File: src/rtl/multi_tick_gen_pkg.sv
// Shared definitions for the multi-channel tick generator: channel mode
// encoding and the decode of the raw 2-bit mode field written by software.
package multi_tick_gen_pkg;

  typedef enum logic [1:0] {
    MODE_OFF      = 2'b00,
    MODE_PERIODIC = 2'b01,
    MODE_ONESHOT  = 2'b10
  } mode_t;

  // The reserved encoding 2'b11 collapses to OFF so it can never run a channel.
  function automatic mode_t decodeMode(input logic [1:0] rawMode);
    case (rawMode)
      2'b01:   return MODE_PERIODIC;
      2'b10:   return MODE_ONESHOT;
      default: return MODE_OFF;
    endcase
  endfunction

endpackage

File: src/rtl/multi_tick_gen_channel.sv
// One tick channel: a down-counter reloaded from its divisor, plus the mode
// register that decides whether the channel free-runs, fires once, or idles.
module tick_gen_channel
  import multi_tick_gen_pkg::*;
#(
  parameter int N_BIT = 16
) (
  input  logic             clock,
  input  logic             reset_n,
  input  logic             i_enable,
  input  logic             i_load,
  input  logic [N_BIT-1:0] i_loadDiv,
  input  logic [1:0]       i_loadMode,
  input  logic             i_restart,
  output logic             o_tick,
  output logic             o_tickNext,
  output logic             o_active
);

  logic [N_BIT-1:0] r_count;
  logic [N_BIT-1:0] r_div;
  mode_t            r_mode;
  logic             r_tick;
  logic             r_active;

  logic [N_BIT-1:0] w_countNext;
  logic [N_BIT-1:0] w_divNext;
  mode_t            w_modeNext;
  logic             w_tickNext;
  logic             w_activeNext;

  always_ff @(posedge clock) begin
    if (!reset_n) begin
      r_count  <= '0;
      r_div    <= '0;
      r_mode   <= MODE_OFF;
      r_tick   <= 1'b0;
      r_active <= 1'b0;
    end else begin
      r_count  <= w_countNext;
      r_div    <= w_divNext;
      r_mode   <= w_modeNext;
      r_tick   <= w_tickNext;
      r_active <= w_activeNext;
    end
  end

  // A load beats a restart, and both beat counting; any of them drops the tick.
  always_comb begin
    w_countNext = r_count;
    w_divNext   = r_div;
    w_modeNext  = r_mode;
    w_tickNext  = 1'b0;
    if (i_load) begin
      w_divNext   = i_loadDiv;
      w_modeNext  = decodeMode(i_loadMode);
      w_countNext = i_loadDiv;
    end else if (r_mode != MODE_OFF) begin
      if (i_restart) begin
        w_countNext = r_div;
      end else if (i_enable) begin
        if (r_count == '0) begin
          w_tickNext = 1'b1;
          if (r_mode == MODE_PERIODIC) begin
            w_countNext = r_div;
          end else begin
            w_modeNext = MODE_OFF;
          end
        end else begin
          w_countNext = r_count - N_BIT'(1);
        end
      end
    end
    w_activeNext = (w_modeNext != MODE_OFF);
  end

  always_comb begin
    o_tick     = r_tick;
    o_tickNext = w_tickNext;
    o_active   = r_active;
  end

endmodule

File: src/rtl/multi_tick_gen.sv
// Multi-channel programmable tick generator: decodes configuration writes to
// per-channel counters and merges their ticks into a single aligned strobe.
module multi_tick_gen
  import multi_tick_gen_pkg::*;
#(
  parameter int N_BIT    = 16,
  parameter int CHANNELS = 4,
  parameter int CH_BIT   = 2
) (
  input  logic                clock,
  input  logic                reset_n,
  input  logic                enable,
  input  logic                cfg_wr,
  input  logic [CH_BIT-1:0]   cfg_chan,
  input  logic [N_BIT-1:0]    cfg_div,
  input  logic [1:0]          cfg_mode,
  input  logic                sync_restart,
  output logic [CHANNELS-1:0] tick,
  output logic [CHANNELS-1:0] active,
  output logic                tick_any
);

  logic                w_chanValid;
  logic [CHANNELS-1:0] w_load;
  logic [CHANNELS-1:0] w_tickNext;
  logic                r_tickAny;

  // Channel numbers past the last built channel address nothing at all.
  assign w_chanValid = (32'(cfg_chan) < CHANNELS);

  genvar gi;
  generate
    for (gi = 0; gi < CHANNELS; gi++) begin : g_chan
      assign w_load[gi] = cfg_wr && w_chanValid && (cfg_chan == CH_BIT'(gi));

      tick_gen_channel #(
        .N_BIT(N_BIT)
      ) u_chan (
        .clock      (clock),
        .reset_n    (reset_n),
        .i_enable   (enable),
        .i_load     (w_load[gi]),
        .i_loadDiv  (cfg_div),
        .i_loadMode (cfg_mode),
        .i_restart  (sync_restart),
        .o_tick     (tick[gi]),
        .o_tickNext (w_tickNext[gi]),
        .o_active   (active[gi])
      );
    end
  endgenerate

  // Built from the channels' next-state ticks so it lands on the same cycle.
  always_ff @(posedge clock) begin
    if (!reset_n) begin
      r_tickAny <= 1'b0;
    end else begin
      r_tickAny <= |w_tickNext;
    end
  end

  assign tick_any = r_tickAny;

endmodule

File: config.mk
export PLATFORM = sky130hd
export DESIGN_NAME = multi_tick_gen
export DESIGN_NICKNAME = d
export VERILOG_FILES = /design/src/rtl/multi_tick_gen_pkg.sv /design/src/rtl/multi_tick_gen_channel.sv /design/src/rtl/multi_tick_gen.sv
export SDC_FILE = /design/constraint.sdc
export NUM_CORES = 1
export LEC_CHECK = 0
export BUFFER_PORTS_ARGS = -buffer_cell sky130_fd_sc_hd__buf_4
export CORE_ASPECT_RATIO = 2
export CORE_UTILIZATION = 62
export DETAILED_ROUTE_END_ITERATION = 7
export PLACE_DENSITY = 0.88
export SETUP_SLACK_MARGIN = 0.1
export SLEW_MARGIN = 5
export SYNTH_ARGS = -nofsm -noshare
export SYNTH_HDL_FRONTEND = slang
export SYNTH_SLANG_ARGS = --single-unit
File: constraint.sdc
create_clock -name clock -period 4 [get_ports clock]
set_clock_uncertainty 0.05 [all_clocks]
set_input_delay 0.2 -clock clock [delete_from_list [all_inputs] [get_ports clock]]
set_output_delay 0.2 -clock clock [all_outputs]
set_load 0.05 [all_outputs]
; ---- Word-level counts from Yosys, hierarchy flattened
; Cells that the tools add are included.
[totals]
reg_bits = 145
latchBits = 0
mem_bits_rw = 0
rom_bits = 0
out_inout_bits = 9
mem_count = 0
[classes]
addsub = 4
n_mul = 0
div_mod_pow = 0
n_lt_le_gt_ge = 0
eq_ne = 13
shift = 0
mux = 69
n_bitwise = 0
reduce_logical = 30
[op_table]
columns = operator, n
row1 = $mux 16, 24
row2 = $logic_not 16->1, 4
row3 = $sub 16x1->16 const B, 4
row4 = $mux 2, 24
row5 = $reduce_bool 2->1, 12
row6 = $mux 1, 20
row7 = $ne 4x3->1 const B, 4
row8 = $eq 2x1->1 const B, 6
row9 = $reduce_and 3->1, 4
row10 = $reduce_bool 3->1, 4
row11 = $eq 2x2->1 const B, 3
row12 = $logic_and 1x1->1, 4
row13 = $pmux 2 s2, 1
row14 = $reduce_or 4->1, 1
row15 = $logic_not 2->1, 1

; ---- Logic depth before layout (Yosys ltp)
[depth]
word_depth = 8
ltp_mapped = 10

; ---- Hierarchy
; From an unflattened synthesis, not the netlist that was laid out.
[unflattened]
cells_unflattened = 924
area_unflattened_um2 = 7962.6
[by_module_without_submodules]
columns = mod, instances, cells_per_inst, area_each_um2, seq_area_each_um2
row1 = tick_gen_channel (g_chan[2].u_chan ...), 2, 228, 1981.9, 720.7
row2 = tick_gen_channel (g_chan[0].u_chan ...), 2, 231, 1968.1, 720.7
row3 = multi_tick_gen, 1, 6, 62.6, 20.0

; ---- Worst setup path before layout
; OpenSTA, ideal clock, no wires.
[synth_timing]
path_kind = register to register
start = reg g_chan[2].u_chan.r_count[7]
end = reg g_chan[2].u_chan.r_count[7]
setup_time_ps = 132
arrival_ps = 1923
required_time_ps = 3818
slack_ps = 1895
stages_incl_launch_ff = 8
path_buffers = 1
cell_sequence = dfxtp_1 -> or4_1 -> buf_2 -> o41ai_4 -> nor4_1 -> a211o_1 -> o211ai_1 -> a31oi_1
[synth_via]
elab_chain_len = 6
[synth_lines]
columns = element, line_no
row1 = start: declaration, multi_tick_gen_channel.sv:20  ; logic [N_BIT-1:0] r_count;
row2 = start signal: assignment, multi_tick_gen_channel.sv:40  ; r_count <= w_countNext;
row3 = $sub 16x1->16 / $logic_not 16->1 (equally long branches), "multi_tick_gen_channel.sv:70, multi_tick_gen_channel.sv:62"
row4 = $mux 16, multi_tick_gen_channel.sv:62  ; if (r_count == '0) begin
row5 = $mux 16, multi_tick_gen_channel.sv:61  ; end else if (i_enable) begin
row6 = $mux 16, multi_tick_gen_channel.sv:59  ; if (i_restart) begin
row7 = $mux 16, multi_tick_gen_channel.sv:58  ; end else if (r_mode != MODE_OFF) begin
row8 = $mux 16, multi_tick_gen_channel.sv:54  ; if (i_load) begin
; Parallel ways exist; a longest one is shown, timed or not. The select of a mux whose other input is x is not followed.
; A chain may end at the register's enable or synchronous reset.

; ---- Final worst setup path
[layout_timing]
start = reg g_chan[0].u_chan.r_count[0]
end = reg g_chan[0].u_chan.r_count[1]
[layout_via]
elab_chain_len = 6
[layout_lines]
columns = element, line_no
row1 = start: declaration, multi_tick_gen_channel.sv:20
row2 = start signal: assignment, multi_tick_gen_channel.sv:40
row3 = $sub 16x1->16 / $logic_not 16->1 (equally long branches), "multi_tick_gen_channel.sv:70, multi_tick_gen_channel.sv:62"
row4 = $mux 16, multi_tick_gen_channel.sv:62
row5 = $mux 16, multi_tick_gen_channel.sv:61
row6 = $mux 16, multi_tick_gen_channel.sv:59
row7 = $mux 16, multi_tick_gen_channel.sv:58
row8 = $mux 16, multi_tick_gen_channel.sv:54
; Parallel ways exist; a longest one is shown, timed or not. The select of a mux whose other input is x is not followed.

==> flow_summary.ini <==
[timing]
fmax_mhz = 383
setup-violations-final = 0
final-hold-violation-count = 0
drv_slew = 0
rsz0062_at_grt = no
tightest_slew_ns = 1.13
max-slew-margin-rel = 0.248
fin_crit_ns = 2.61
timing.setup.tns_ns = 0
timing.final.crit_share = 0.652

[clock_tree]
cts_tree = yes
cts_hold_buf = 0
cts_resized = 0
numCtsBuffers = 17
clock_path_buffers = 2
worstSkewPairLatency_ns = 0.43
post_cts_buffers = 0
clk_pin_slew_worst_paths_ns = 0.06
htreeDepth = 4
clock_sinks = 145
root_buffer = clkbuf_16

[worst_hold_path]
holdCritStartpoint = cfg_div[10]
whs_endpoint = g_chan[0].u_chan.r_div[10]
hold_depth = 3
hp-class = in -> reg

[grt]
track_usage = 0.360
grt_max_degree = 46
antenna_found_initial = 0
grt_pass1_wl_um = 34900
gr-total-overflow = 0
grt_pass1_vias = 7058

[final_layout]
final_util = 0.713
layout_commonest_cell = nand2_1
drive_above_1_share = 0.0985
synthToLayoutAreaGrowth_pct = 11.9
nets = 995
final_cell_mix = 180 x nand2_1, 145 x dfxtp_1, 89 x a21oi_1
n_antenna_cell = 0

[yosys]
syn_avg_cell_area_um2 = 7.78
synth-seq-cells = 145
syn-num-nets = 998
async_flop_share = 0
synth_cell_types = 74
yosysSeqAreaShare = 0.387
synth_flop_cell = dfxtp_1
netlist_instances = 965
yosysWarnings = 0
synth.cell_area_um2 = 7500
synth_edf_count = 0

[floorplan]
dieWidth_um = 79.8
start_util = 0.638
fp-row-count = 56
core_area_um2 = 11800
io_pins = 34
die_h_um = 158
dieArea_um2 = 12600

[setup_path]
r2r_setup_slack_ns = 1.39
ff2ff_path_depth = 8
worst_setup_path_end_kind = flip-flop
rr_endpoint = g_chan[0].u_chan.r_count[1]
arrival_ns = 2.92
path_max_fanout = 10
reg2reg_from = g_chan[0].u_chan.r_count[0]
worstSetupPathType = reg -> reg
cp.required_ns = 4.31
worstSetupStartpointType = flip-flop

[route]
drc = 0
routedWlPerCell_um = 19.2
dr.pass1.iters = 5
drt-total-wl_um = 21500
vias = 7491
vias_per_cell = 6.69
drt_iter0_drc = 729
antenna_left = 0

[power]
cellPowerDensity_nw_per_um2 = 501
leakage_nw = 3.11
ir_drop_mv = 0.362

[outcome]
status = finished, final reports clean

[job]
max_cap_viol_count = 0

[placed_design]
place_hpwl_um = 14000
numPortBuffers = 33
gp_routability_congestion = 0.974
==> sequential cells by signal (all words and copies together), names as in the netlist <==
signal / count
g_chan.u_chan.o_active: 4
g_chan.u_chan.o_tick: 4
g_chan.u_chan.r_count: 64
g_chan.u_chan.r_div: 64
g_chan.u_chan.r_mode: 8
tick_any: 1
==> critical path, stage by stage, from the launching register on <==
cell and delay (ns):
dfxtp_1 0.46, inv_1 0.12, ha_1 0.21, nor2b_1 0.16, and2_1 0.23, a31oi_2 0.45
nand3_1 0.38, a211oi_1 0.34, a221o_1 0.16
==> Yosys cell counts, types with 8 or more instances <==
master | number | area, um^2
buf_4 | 9 | 67.6
inv_1 | 13 | 48.8
buf_2 | 11 | 55.1
nand4_1 | 9 | 56.3
nor4_1 | 14 | 87.6
dfxtp_1 | 145 | 2900
clkbuf_1 | 41 | 154
ha_1 | 8 | 100
o21ai_0 | 49 | 245
o22ai_1 | 14 | 87.6
xnor2_1 | 16 | 140
nand2_1 | 180 | 676
nor2b_1 | 10 | 62.6
a211oi_1 | 15 | 113
nand3_1 | 16 | 80.1
a21boi_0 | 9 | 67.6
o21ai_1 | 15 | 75.1
xor2_1 | 18 | 158
a31oi_1 | 23 | 144
a22oi_1 | 10 | 75.1
a21oi_1 | 90 | 450
a221o_1 | 13 | 130
nor2_1 | 85 | 319
nor3_1 | 19 | 95.1
==> area by class of cell <==
| class | count | area (um^2) |
|---|---|---|
| sequential | 145 | 2900 |
| tap | 145 | 181 |
| clock inverter | 13 | 231 |
| clock buffer | 19 | 443 |
| multi-input combinational | 741 | 4260 |
| timing repair buffer | 44 | 330 |
| inverter | 13 | 50.0 |
| fill | 919 | 3370 |
==> metrics by stage <==
stage	worst slack, ns	power, W	hold slack (ns)	instances	cell area (um^2)
global placement	1.47	0.00236	0.389	1088	7720
finish	1.39	0.00421	0.0370	1120	8400
CTS	1.43	0.00419	0.0292	1120	8400
detailed placement	1.46	0.00237	0.394	1088	7720
floorplan	1.89	0.00218	0.281	965	7500
global route	1.20	0.00434	0.0338	1120	8400
==> how the worst max path moves through the flow <==
| stage | depth (start not counted) | startpoint | end | slack [ns] |
|---|---|---|---|---|
| 3_5_place_dp | 6 | g_chan[2].u_chan.r_count[7] | g_chan[2].u_chan.r_count[7] | 1.46 |
| 3_3_place_gp | 6 | g_chan[2].u_chan.r_count[7] | g_chan[2].u_chan.r_count[7] | 1.47 |
| 4_1_cts | 8 | g_chan[0].u_chan.r_count[0] | g_chan[0].u_chan.r_count[1] | 1.43 |
| 6_report | 8 | g_chan[0].u_chan.r_count[0] | g_chan[0].u_chan.r_count[1] | 1.39 |
| 2_1_floorplan | 7 | g_chan[2].u_chan.r_count[7] | g_chan[2].u_chan.r_count[7] | 1.89 |
| 5_1_grt | 8 | g_chan[0].u_chan.r_count[0] | g_chan[0].u_chan.r_count[1] | 1.20 |
==> power breakdown <==
part | switching [W] | internal, W | leakage (nW)
registers | 0.0000715 | 0.00151 | 1.18
clock network | 0.000643 | 0.00119 | 0.324
logic | 0.000504 | 0.000289 | 1.61
total | 0.00122 | 0.00299 | 3.11
==> cell families after synthesis <==
logic type / after synthesis / share of synthesized area
AO/OA/AOI/OAI: 301 / 0.259
XOR/XNOR: 34 / 0.0397
adder cells (fa/ha/maj): 8 / 0.0133
buffers and inverters: 79 / 0.0468
flip-flops: 145 / 0.387
multiplexers: 4 / 0.00550
AND/OR/NAND/NOR: 394 / 0.249
==> per-layer routing <==
layer	up-vias	GRT usage	share of wire
met5	-	0	0
met4	0	0.224	0.059
met3	94	0.0732	0.078
met2	376	0.615	0.51
met1	3530	0.403	0.36
li1	3491	-	-
(Power assumes the default switching activity.)
